<file path="config.mk">
export PLATFORM = sky130hd
export DESIGN_NAME = input_sr_window
export DESIGN_NICKNAME = d
export VERILOG_FILES = /design/src/rtl/input_sr_pkg.sv /design/src/rtl/input_sr_pop_sel.sv /design/src/rtl/input_sr_window.sv
export SDC_FILE = /design/constraint.sdc
export NUM_CORES = 1
export LEC_CHECK = 0
export ABC_AREA = 1
export CAP_MARGIN = 20
export CORE_MARGIN = 4
export CORE_UTILIZATION = 59
export CTS_BUF_LIST = sky130_fd_sc_hd__clkbuf_4
export DETAILED_ROUTE_END_ITERATION = 8
export PLACE_DENSITY = 0.87
export SLEW_MARGIN = 25
export SYNTH_ARGS = -nofsm -noshare
export SYNTH_HDL_FRONTEND = slang
export SYNTH_SLANG_ARGS = --single-unit
</file>
<file path="constraint.sdc">
create_clock -name clk -period 8.7 [get_ports clk]
set_input_delay 1.74 -clock clk [delete_from_list [all_inputs] [get_ports clk]]
set_output_delay 1.74 -clock clk [all_outputs]
set_load 0.1 [all_outputs]
</file>
<file path="src/rtl/input_sr_pkg.sv">
// Shared types and helpers for the input shift-register window.
// Error flag indices are used only when INPUT_SR_ERR_EN is defined.
package input_sr_pkg;

    localparam int ERR_OVF = 0;
    localparam int ERR_UNF = 1;

    typedef logic [1:0] err_t;

    function automatic int cnt_w(input int depth);
        return $clog2(depth + 1);
    endfunction

endpackage

</file>
<file path="src/rtl/input_sr_pop_sel.sv">
// Combinational pop arbiter: the highest-index requested port that is available wins.
// It also flags multiple requests and requests made to unavailable ports.
module input_sr_pop_sel
    import input_sr_pkg::*;
#(
    parameter int NUM_PORTS = 2,
    parameter int DEPTH     = 4,
    localparam int CW       = cnt_w(DEPTH)
) (
    input  logic [NUM_PORTS-1:0] ren_i,
    input  logic [NUM_PORTS-1:0] avail_i,
    output logic [CW-1:0]        pop_o,
    output logic                 multi_o,
    output logic                 illegal_o
);

    always_comb begin
        pop_o     = '0;
        multi_o   = ($countones(ren_i) > 1);
        illegal_o = |(ren_i & ~avail_i);
        // Ascending scan, so the last legal hit is the highest index.
        for (int k = 0; k < NUM_PORTS; k++) begin
            if (ren_i[k] && avail_i[k]) begin
                pop_o = CW'(k + 1);
            end
        end
    end

endmodule

</file>
<file path="src/rtl/input_sr_window.sv">
// Input shift register holding up to DEPTH words oldest-first, presenting a NUM_WORDS window
// and NUM_PORTS pop ports (port k pops k+1 words). Error flags are built only with INPUT_SR_ERR_EN.
module input_sr_window
    import input_sr_pkg::*;
#(
    parameter int DATA_WIDTH = 16,
    parameter int NUM_WORDS  = 2,
    parameter int DEPTH      = 4,
    parameter int NUM_PORTS  = 2
) (
    input  logic                            clk,
    input  logic                            reset,
    input  logic                            flush,
    input  logic [DATA_WIDTH-1:0]           data_in,
    input  logic                            wen,
    input  logic [NUM_PORTS-1:0]            ren,
    output logic [NUM_PORTS-1:0]            avail,
    output logic [NUM_WORDS*DATA_WIDTH-1:0] data_out,
    output logic [cnt_w(DEPTH)-1:0]         count,
    output err_t                            err
);

    localparam int CW = cnt_w(DEPTH);

    logic [DATA_WIDTH-1:0] mem_q [DEPTH];
    logic [DATA_WIDTH-1:0] mem_d [DEPTH];
    logic [CW-1:0]         count_q;
    logic [CW-1:0]         count_d;
    logic [CW-1:0]         pop;
    logic [CW-1:0]         after_pop;
    logic                  push_ok;

    // Handshake: ren[k] is honoured only in a cycle where avail[k] is high; avail
    // depends on registered count alone, so a consumer may use it to form ren.
    always_comb begin
        for (int k = 0; k < NUM_PORTS; k++) begin
            avail[k] = (int'(count_q) >= ((NUM_WORDS > k + 1) ? NUM_WORDS : k + 1));
        end
    end

`ifdef INPUT_SR_ERR_EN
    logic multi;
    logic illegal;
    err_t err_q;

    input_sr_pop_sel #(
        .NUM_PORTS (NUM_PORTS),
        .DEPTH     (DEPTH)
    ) u_pop_sel (
        .ren_i     (ren),
        .avail_i   (avail),
        .pop_o     (pop),
        .multi_o   (multi),
        .illegal_o (illegal)
    );

    // Flags are sticky; a flush cycle ignores wen/ren and so cannot raise them.
    always_ff @(posedge clk) begin
        if (reset) begin
            err_q <= '0;
        end else if (!flush) begin
            if (wen && !push_ok) err_q[ERR_OVF] <= 1'b1;
            if (multi || illegal) err_q[ERR_UNF] <= 1'b1;
        end
    end

    assign err = err_q;
`else
    input_sr_pop_sel #(
        .NUM_PORTS (NUM_PORTS),
        .DEPTH     (DEPTH)
    ) u_pop_sel (
        .ren_i     (ren),
        .avail_i   (avail),
        .pop_o     (pop),
        .multi_o   (),
        .illegal_o ()
    );

    assign err = '0;
`endif

    // The arbiter never grants more words than count holds, so this cannot wrap.
    assign after_pop = count_q - pop;
    assign push_ok   = wen && (int'(after_pop) < DEPTH);

    always_comb begin
        for (int i = 0; i < DEPTH; i++) begin
            mem_d[i] = '0;
            for (int j = 0; j < DEPTH; j++) begin
                if ((j == i + int'(pop)) && (j < int'(count_q))) begin
                    mem_d[i] = mem_q[j];
                end
            end
            if (push_ok && (int'(after_pop) == i)) begin
                mem_d[i] = data_in;
            end
        end
        count_d = push_ok ? after_pop + CW'(1) : after_pop;
    end

    always_ff @(posedge clk) begin
        if (reset || flush) begin
            count_q <= '0;
            for (int i = 0; i < DEPTH; i++) begin
                mem_q[i] <= '0;
            end
        end else begin
            count_q <= count_d;
            mem_q   <= mem_d;
        end
    end

    for (genvar g = 0; g < NUM_WORDS; g++) begin : g_window
        assign data_out[g*DATA_WIDTH +: DATA_WIDTH] = mem_q[g];
    end

    assign count = count_q;

endmodule

</file>
==> impl_metrics.tcl, run 1 <==
set metrics [dict create \
    yosys_warnings 0 \
    syn_inst 621 \
    cts_inserted_buffers 9 \
    slew_violations 0 \
    cts_buffer_depth 2 \
    synth.avg_cell_area_um2 6.786 \
    grt_use_total 0.2576 \
    overflow 0 \
    use_met1 0.3730 \
    use_met3 0.05037 \
    r2r-start "count[2]$_SDFF_PP0_" \
    critPathKind "input port to flip-flop" \
    fp.coreArea_um2 6869 \
    post_drt_via_cell_ratio 5.766 \
    ctsHoldBuffers 0 \
    hold_viol_final 0 \
    leakagePower_nw 1.818 \
    dp_hpwl_um 7716 \
    powerDensity_nw_per_um2 178.0 \
    switching_share 0.4138 \
    slew_headroom 0.3370 \
    drt_first_pass_iters 5 \
    grt_max_degree 44 \
    diodes 0 \
    root_buffer "clkbuf_4" \
    grtUsageMet2 0.3795 \
    fillers 617 \
    grt_pass1_vias 3529 \
    fin_skew_ns 0.02509 \
    status "finished, final reports clean" \
    multi_input_area_um2 2225 \
    clk_latency_ns 0.43 \
    cpMaxStageDelayCell "inv_2" \
    netlist_area_um2 4214 \
    worstPathArrival_ns 5.45 \
    tightest_slew_ns 0.9914 \
    vias 4117 \
    pwr-share-comb 0.353 \
    wl_um 10790 \
    min_period_ns 5.102 \
    grt_pass1_wl_um 17700 \
    cp-end-kind "flip-flop" \
    area_growth_pct 8.581 \
    cts_resized 0 \
    start_util 0.6135 \
    period_share 0.5865 \
    busiest_layer "met2" \
    drt_iter0_drc 495 \
    fin_cells 714 \
    p_int_mw 0.4773 \
    rows 30 \
    cp_cell_sequence "clkdlybuf4s50_1 -> inv_2 -> nor2_4 -> fa_1 -> ha_1 -> nand3_4 -> nand2_2 -> o21ai_0 -> a21oi_1" \
    ys_types 31 \
    required_ns 9.04 \
    setup_viol 0 \
    r2r_slack_ns 4.90 \
    ys_ff_latch 67 \
    avgRoutedWirePerCell_um 15.11 \
    worstSetupEndpoint "data_out[30]$_SDFFE_PP0P_" \
    placedCellCount 700 \
    fp.dieW_um 92.51 \
    startpoint_type "input port" \
    antenna_found_initial 0 \
    drc 0 \
    cts_tree "done" \
    seqPwrFrac 0.408 \
    synth-seq-area-share 0.3183 \
    grt_setup_unrepaired "false" \
    htreeDepth 3 \
    power_switching_mw 0.3370 \
    critPathMaxStageDelay_ns 0.66 \
    nets 644 \
    place_congestion 0.9301 \
    drive_gt1_frac 0.06796 \
    cts.sinks 67 \
    max-vdd-ir-drop_uv 76.64 \
    tns_ns 0 \
    pwr-share-clk 0.239 \
    maxCapViolCount 0 \
    ios 61 \
    path_clk_slew_ns 0.09 \
    critPathLaunch "ren[1]" \
    fin_util 0.6661 \
    cp_max_fo 43 \
    die_area_um2 8558 \
    reg2reg_to "data_out[30]$_SDFFE_PP0P_" \
    regArea_um2 1341 \
    reg2reg_depth 9 \
    fmax_ghz 0.1960 \
    min_from "data_out[14]$_SDFFE_PP0P_" \
    finalPower_mw 0.8143 \
    ant_nets 0 \
    min_path_type "flip-flop to flip-flop" \
    die_h_um 92.51 \
    post-cts-setup-buffers 0 \
    io_buffers 58 \
]
[how the worst min path moves through the flow]
stage / end / slack, ns / cells past startpoint
6_report: data_out[14]$_SDFFE_PP0P_ / 0.48 / 2
5_1_grt: data_out[8]$_SDFFE_PP0P_ / 0.51 / 2
4_1_cts: data_out[14]$_SDFFE_PP0P_ / 0.49 / 2
3_5_place_dp: data_out[14]$_SDFFE_PP0P_ / 0.48 / 2
3_3_place_gp: data_out[14]$_SDFFE_PP0P_ / 0.47 / 2
2_1_floorplan: data_out[10]$_SDFFE_PP0P_ / 0.46 / 2
[cell usage after synthesis]
| library cell | instances | area (um2) |
|---|---|---|
| nand2_1 | 154 | 578.1 |
| nand3_1 | 96 | 480.5 |
| dfxtp_1 | 67 | 1341 |
| a21oi_1 | 59 | 295.3 |
| inv_1 | 40 | 150.1 |
| nand4_1 | 40 | 250.2 |
| buf_4 | 39 | 292.8 |
| nor2_1 | 27 | 101.4 |
| buf_2 | 19 | 95.09 |
| clkbuf_1 | 16 | 60.06 |
| o21ai_0 | 12 | 60.06 |
| o21bai_1 | 8 | 60.06 |
| ha_1 | 6 | 75.07 |
| o21ai_1 | 6 | 30.03 |
| inv_2 | 5 | 18.77 |
| nand2_2 | 3 | 18.77 |
| nand3_4 | 3 | 52.55 |
| nor2_4 | 3 | 33.78 |
| buf_1 | 2 | 7.510 |
| nand2_4 | 2 | 22.52 |
| nand3_2 | 2 | 20.02 |
| nor2_8 | 2 | 40.04 |
| nor3_4 | 2 | 32.53 |
| a21oi_4 | 1 | 16.27 |
| buf_6 | 1 | 11.26 |
| buf_8 | 1 | 15.01 |
| conb_1 | 1 | 3.750 |
| fa_1 | 1 | 20.02 |
| inv_4 | 1 | 6.260 |
| nand2_8 | 1 | 20.02 |
| nor3_1 | 1 | 5.000 |
[placed cells by master, fill, tap and decap left out]
master	instances
nand2_4	2
dfxtp_1	67
clkdlybuf4s50_1	58
clkinv_2	2
ha_1	6
a21oi_1	59
clkbuf_4	10
inv_4	1
nor2_4	3
nor2_1	25
inv_2	5
o21ai_1	6
nor2_2	2
clkinv_1	1
conb_1	2
nand3_4	3
o21bai_1	8
nand2_8	1
nand2_1	154
nand2_2	3
nor3_4	2
buf_4	2
nand4_1	40
o21ai_0	12
a21oi_4	1
bufinv_16	1
nand3_2	2
inv_1	40
nand3_1	96
fa_1	1
nor3_1	1
nor2_8	2
[cells by family after synthesis]
| family | count (synthesis) | share of synthesized area |
|---|---|---|
| AND/OR/NAND/NOR | 336 | 0.3928 |
| buffers and inverters | 124 | 0.1559 |
| adder cells (fa/ha/maj) | 7 | 0.02257 |
| other | 1 | 0.0008899 |
| flip-flops | 67 | 0.3183 |
| AO/OA/AOI/OAI | 86 | 0.1096 |
[through the flow]
| stage | hold WS, ns | area (um2) | worst slack, ns |
|---|---|---|---|
| after global placement | 0.4708 | 4454 | 3.445 |
| after detailed placement | 0.4754 | 4454 | 3.248 |
| final | 0.4843 | 4576 | 3.598 |
| after global routing | 0.5109 | 4576 | 3.278 |
| after floorplan | 0.4617 | 4218 | 4.717 |
| after CTS | 0.4890 | 4573 | 3.683 |
[registers in the layout (all words and copies together) (netlist names)]
register / count
data_out: 32
count: 3
mem_q: 32
[critical path: cells and delay by family]
| kind | cells | cell delay, ns |
|---|---|---|
| compound gates | 2 | 0.32 |
| fa+ha+maj | 2 | 1.22 |
| buf+inv | 2 | 1.16 |
| simple gates | 3 | 0.99 |
[routing by layer]
metal | part of all wire | vias up
li1 | - | 2012
met1 | 0.43 | 1837
met2 | 0.43 | 239
met3 | 0.12 | 29
met4 | 0.021 | 0
met5 | 0 | -
[power by group through the flow]
stage	logic, mW	registers, mW	clock network [mW]
2_1_floorplan	0.239	0.343	0
3_3_place_gp	0.278	0.339	0
3_5_place_dp	0.284	0.339	0
4_1_cts	0.285	0.332	0.197
5_1_grt	0.309	0.334	0.208
6_report	0.287	0.332	0.195
[layout make-up]
class,instances,area share
sequential,67,0.2931
timing repair buffer,60,0.1302
clock inverter,4,0.009571
inverter,46,0.03828
tap,96,0.02625
multi-input combinational,431,0.4862
clock buffer,10,0.01641
(Power assumes the default switching activity.)
==> run 2: changes to the inputs <==
--- a/config.mk
+++ b/config.mk
@@ -8,10 +8,10 @@
 export ABC_AREA = 1
 export CAP_MARGIN = 20
 export CORE_MARGIN = 4
-export CORE_UTILIZATION = 59
+export CORE_UTILIZATION = 51
 export CTS_BUF_LIST = sky130_fd_sc_hd__clkbuf_4
 export DETAILED_ROUTE_END_ITERATION = 8
-export PLACE_DENSITY = 0.87
+export PLACE_DENSITY = 0.8
 export SLEW_MARGIN = 25
 export SYNTH_ARGS = -nofsm -noshare
 export SYNTH_HDL_FRONTEND = slang
==> constraint.sdc (replaced) <==
create_clock -name clk -period 4.6 [get_ports clk]
set_input_delay 0.92 -clock clk [delete_from_list [all_inputs] [get_ports clk]]
set_output_delay 0.92 -clock clk [all_outputs]
set_load 0.1 [all_outputs]
==> run 2 against run 1 <==
Effect of this change: worst hold slack improved by 0.0034 ns; clock-buffer cell count decreased by 1; largest power group unchanged; core utilization decreased by 7.5 points; first-iteration DRC count increased by 3.8%; critical endpoint is now mem_q[25]$_SDFFE_PP0P_; global-route usage decreased by 2.5 points.
==> impl_metrics.tcl, run 2 (same netlist as run 1, synthesis figures left out) <==
set metrics [dict create \
    post-cts-setup-buffers 0 \
    max-vdd-ir-drop_uv 149.8 \
    rows 32 \
    fin_skew_ns 0.01245 \
    tns_ns 0 \
    diodes 0 \
    slew_headroom 0.3465 \
    fillers 770 \
    final_common_cell "nand2_1" \
    io_buffers 58 \
    reg2reg_depth 11 \
    cp_max_fo 24 \
    antenna_found_initial 0 \
    grt_pass1_vias 3683 \
    required_ns 4.89 \
    grt_use_total 0.2325 \
    cts_tree "done" \
    cts_buffer_depth 2 \
    root_buffer "clkbuf_4" \
    powerDensity_nw_per_um2 351.9 \
    regArea_um2 1341 \
    leakagePower_nw 1.864 \
    setup_viol 0 \
    start_util 0.5343 \
    reg2reg_to "mem_q[25]$_SDFFE_PP0P_" \
    pwr-share-clk 0.272 \
    worstPathArrival_ns 3.85 \
    htreeDepth 3 \
    place_congestion 0.8879 \
    min_from "data_out[15]$_SDFFE_PP0P_" \
    drt_iter0_drc 514 \
    maxCapViolCount 0 \
    finalPower_mw 1.642 \
    seqPwrFrac 0.381 \
    dp_hpwl_um 7798 \
    switching_share 0.4118 \
    r2r-start "count[2]$_SDFF_PP0_" \
    p_int_mw 0.9656 \
    critPathKind "input port to flip-flop" \
    dpl_cell_area_um2 4507 \
    critPathLaunch "ren[0]" \
    area_growth_pct 10.72 \
    crit_family "buffers and inverters" \
    vias 4183 \
    cp.buffers_inverters 4 \
    slew_violations 0 \
    min_path_type "flip-flop to flip-flop" \
    power_switching_mw 0.6761 \
    worstHoldEndpoint "data_out[15]$_SDFFE_PP0P_" \
    post_drt_via_cell_ratio 5.746 \
    drc 0 \
    pwr-share-comb 0.347 \
    grt_setup_unrepaired "false" \
    cp-end-kind "flip-flop" \
    nets 650 \
    critPathMaxStageDelay_ns 0.48 \
    r2r_slack_ns 1.50 \
    drive_gt1_frac 0.08147 \
    grt_max_degree 43 \
    cts.sinks 67 \
    ant_nets 0 \
    startpoint_type "input port" \
    fmax_ghz 0.2806 \
    cts_resized 0 \
    tightest_slew_ns 0.9772 \
    fp.coreArea_um2 7888 \
    cp_cell_sequence "clkdlybuf4s50_1 -> inv_1 -> nor3_4 -> ha_1 -> fa_1 -> inv_1 -> ha_1 -> nand3_4 -> inv_2 -> nand2_1 -> nand2_1 -> a21oi_1" \
    path_clk_slew_ns 0.12 \
    status "finished, final reports clean" \
    hold_viol_final 0 \
    multi_input_area_um2 2222 \
    grt_pass1_wl_um 18730 \
    cpMaxStageDelayCell "clkdlybuf4s50_1" \
    final_cell_mix "154 x nand2_1, 96 x nand3_1, 67 x dfxtp_1" \
    overflow 0 \
    ctsHoldBuffers 0 \
    drt_first_pass_iters 5 \
    cts_inserted_buffers 9 \
    wl_um 11390 \
    ios 61 \
    fin_area_um2 4666 \
    clk_latency_ns 0.42 \
    avgRoutedWirePerCell_um 15.65 \
    min_period_ns 3.564 \
    fp.dieW_um 98.90 \
    die_area_um2 9781 \
    hold_depth 2 \
    period_share 0.7748 \
    die_h_um 98.90 \
]
==> run 2: worst max path at each step <==
stage | slack (ns) | endpoint | cells past startpoint
after global placement | 0.67 | mem_q[26]$_SDFFE_PP0P_ | 12
after global routing | 0.85 | mem_q[21]$_SDFFE_PP0P_ | 12
after CTS | 1.08 | mem_q[25]$_SDFFE_PP0P_ | 12
after detailed placement | 0.65 | mem_q[26]$_SDFFE_PP0P_ | 12
final | 1.04 | mem_q[25]$_SDFFE_PP0P_ | 12
after floorplan | 1.20 | mem_q[10]$_SDFFE_PP0P_ | 15
==> run 2: metal layers <==
metal  part of all wire  GRT usage  wire length (um)
met2               0.44     0.3383              4991
met1               0.43     0.3442              4943
met4              0.011    0.07143               127
met5                  0          0                 0
met3               0.12    0.04671              1331
==> run 2: stage by stage <==
step / hold WS, ns / worst slack [ns] / std cells / utilization
5_1_grt: 0.5104 / 0.8527 / 728 / 0.5915
4_1_cts: 0.4907 / 1.079 / 728 / 0.5915
3_3_place_gp: 0.4707 / 0.6677 / 712 / 0.5714
2_1_floorplan: 0.4617 / 1.202 / 622 / -
6_report: 0.4877 / 1.036 / 728 / 0.5915
3_5_place_dp: 0.4733 / 0.6497 / 712 / 0.5714
==> run 2: area by class of cell <==
| class | instances | share of cell area |
|---|---|---|
| tap | 102 | 0.02735 |
| sequential | 67 | 0.2875 |
| inverter | 46 | 0.03754 |
| clock buffer | 9 | 0.01448 |
| timing repair buffer | 66 | 0.1373 |
| multi-input combinational | 431 | 0.4763 |
| clock inverter | 7 | 0.01958 |
==> run 2: tightest hold or removal path: cells and delay by family, from the launching register on <==
| family | cells | cell delay [ns] |
|---|---|---|
| AO/OA/AOI/OAI | 1 | 0.06 |
| flip-flops | 1 | 0.33 |
| AND/OR/NAND/NOR | 1 | 0.07 |
==> run 2: power by group through the flow <==
stage / registers, mW / logic, mW / clock network, mW
global route: 0.630 / 0.609 / 0.476
global placement: 0.637 / 0.555 / 0
detailed placement: 0.639 / 0.562 / 0
finish: 0.626 / 0.569 / 0.447
CTS: 0.626 / 0.563 / 0.451
floorplan: 0.649 / 0.452 / 0
==> run 3: changes to the inputs <==
==> constraint.sdc (replaced) <==
create_clock -name clk -period 3.1 [get_ports clk]
set_input_delay 0.62 -clock clk [delete_from_list [all_inputs] [get_ports clk]]
set_output_delay 0.62 -clock clk [all_outputs]
set_load 0.1 [all_outputs]
==> run 3 against run 2 <==
Effect of this change: wire length rose by 2.4%; clock skew rose by 0.0033 ns; clock power rose by 31%; combinational power rose by 56%; design area rose by 1.1%; critical path type unchanged; largest power group unchanged.
==> impl_metrics.tcl, run 3 (same netlist as run 1, synthesis figures left out) <==
set metrics [dict create \
    status "finished, final reports clean" \
    r2r_slack_ns 0.55 \
    clk_latency_ns 0.41 \
    cts_buffer_depth 2 \
    start_util 0.5343 \
    overflow 0 \
    cpMaxStageDelayCell "clkdlybuf4s50_1" \
    grt_pass1_wl_um 19000 \
    fin_skew_ns 0.01574 \
    crit_family "adder cells" \
    cts.sinks 67 \
    io_buffers 58 \
    post_drt_via_cell_ratio 5.686 \
    place_congestion 0.9095 \
    root_buffer "clkbuf_4" \
    drt_iter0_drc 565 \
    maxCapViolCount 0 \
    grt_pass1_vias 3796 \
    vias 4225 \
    ctsHoldBuffers 0 \
    grt_use_total 0.2379 \
    avgRoutedWirePerCell_um 15.70 \
    cp-end-kind "flip-flop" \
    tightest_slew_ns 0.5949 \
    dpl_cell_area_um2 4581 \
    leakagePower_nw 2.011 \
    period_share 0.8814 \
    worstPathArrival_ns 3.08 \
    hold_viol_final 0 \
    multi_input_area_um2 2222 \
    critPathMaxStageDelay_ns 0.50 \
    area_growth_pct 11.94 \
    cp.buffers_inverters 3 \
    rows 32 \
    min_path_type "flip-flop to flip-flop" \
    path_clk_slew_ns 0.11 \
    grt_setup_unrepaired "false" \
    regArea_um2 1345 \
    cts_resized 0 \
    ios 61 \
    fin_area_um2 4717 \
    grt_max_degree 43 \
    die_area_um2 9781 \
    cts_inserted_buffers 9 \
    setup_viol 0 \
    cts_tree "done" \
    fin_cells 743 \
    startpoint_type "input port" \
    slew_violations 0 \
    final_common_cell "nand2_1" \
    required_ns 3.44 \
    ant_nets 0 \
    wl_um 11670 \
    final_cell_mix "154 x nand2_1, 96 x nand3_1, 64 x dfxtp_1" \
    fmax_ghz 0.3660 \
    min_period_ns 2.732 \
    diodes 0 \
    cp_max_fo 16 \
    powerDensity_nw_per_um2 508.9 \
    drt_first_pass_iters 6 \
    placedCellCount 727 \
    cpMostUsedCell "ha_1" \
    fillers 711 \
    htreeDepth 3 \
    nets 665 \
    antenna_found_initial 0 \
    fp.coreArea_um2 7888 \
    cp_cell_sequence "clkdlybuf4s50_1 -> nor3_4 -> ha_1 -> fa_1 -> inv_1 -> ha_1 -> ha_1 -> nand3_4 -> inv_2 -> nand2_1 -> a21oi_1" \
    dp_hpwl_um 8387 \
    die_h_um 98.90 \
    critPathKind "input port to flip-flop" \
    fp.dieW_um 98.90 \
    drc 0 \
    post-cts-setup-buffers 0 \
    drive_gt1_frac 0.1622 \
    slew_headroom 0.6029 \
    max-vdd-ir-drop_uv 189.6 \
]
-- run 3: worst paths after layout --
check | to | from | cells past startpoint
worst min-delay path | data_out[7]$_SDFFE_PP0P_ | data_out[7]$_SDFFE_PP0P_ | 2
worst min register to register | data_out[7]$_SDFFE_PP0P_ | data_out[7]$_SDFFE_PP0P_ | 2
worst max register to register | data_out[5]$_SDFFE_PP0P_ | count[1]$_SDFF_PP0_ | 10
worst max-delay path | mem_q[6]$_SDFFE_PP0P_ | ren[1] | 11
-- run 3: final cells by class --
class / instances / area share
Tap cell: 102 / 0.02706
Sequential cell: 67 / 0.2851
Inverter: 46 / 0.03714
Timing Repair Buffer: 81 / 0.1507
Multi-Input combinational cell: 431 / 0.4711
Clock buffer: 11 / 0.01751
Clock inverter: 5 / 0.01141
-- run 3: stage by stage --
| step | hold slack (ns) | util | setup WS (ns) | total power, mW | setup TNS [ns] |
|---|---|---|---|---|---|
| global placement | 0.4714 | 0.5807 | 0.05948 | 1.806 | 0 |
| CTS | 0.4923 | 0.5980 | 0.3788 | 2.397 | 0 |
| floorplan | 0.4616 | - | 0.05056 | 1.634 | 0 |
| detailed placement | 0.4749 | 0.5807 | -0.03271 | 1.821 | -0.1244 |
| global route | 0.5117 | 0.5980 | 0.1913 | 2.504 | 0 |
| finish | 0.4889 | 0.5980 | 0.3676 | 2.400 | 0 |
-- run 3: routing by layer --
layer | global-route usage | up-vias | share of wire
li1 | - | 2063 | -
met1 | 0.3472 | 1929 | 0.45
met2 | 0.3487 | 215 | 0.43
met3 | 0.04812 | 18 | 0.10
met4 | 0.07878 | 0 | 0.013
met5 | 0 | - | 0
-- run 3: worst register-to-register path, cell delays in order (launching register included) --
cell,delay (ns)
dfxtp_2,0.39
nor2_8,0.23
nor3_4,0.06
ha_1,0.20
fa_1,0.57
ha_1,0.19
nand3_2,0.21
inv_2,0.31
nand2_1,0.11
nand2_1,0.10
a21oi_1,0.06
-- run 3: power by group --
group | leakage [nW] | internal (mW) | switching (mW)
clock | 0.0705 | 0.260 | 0.326
sequential | 0.543 | 0.899 | 0.0292
combinational | 1.40 | 0.241 | 0.645
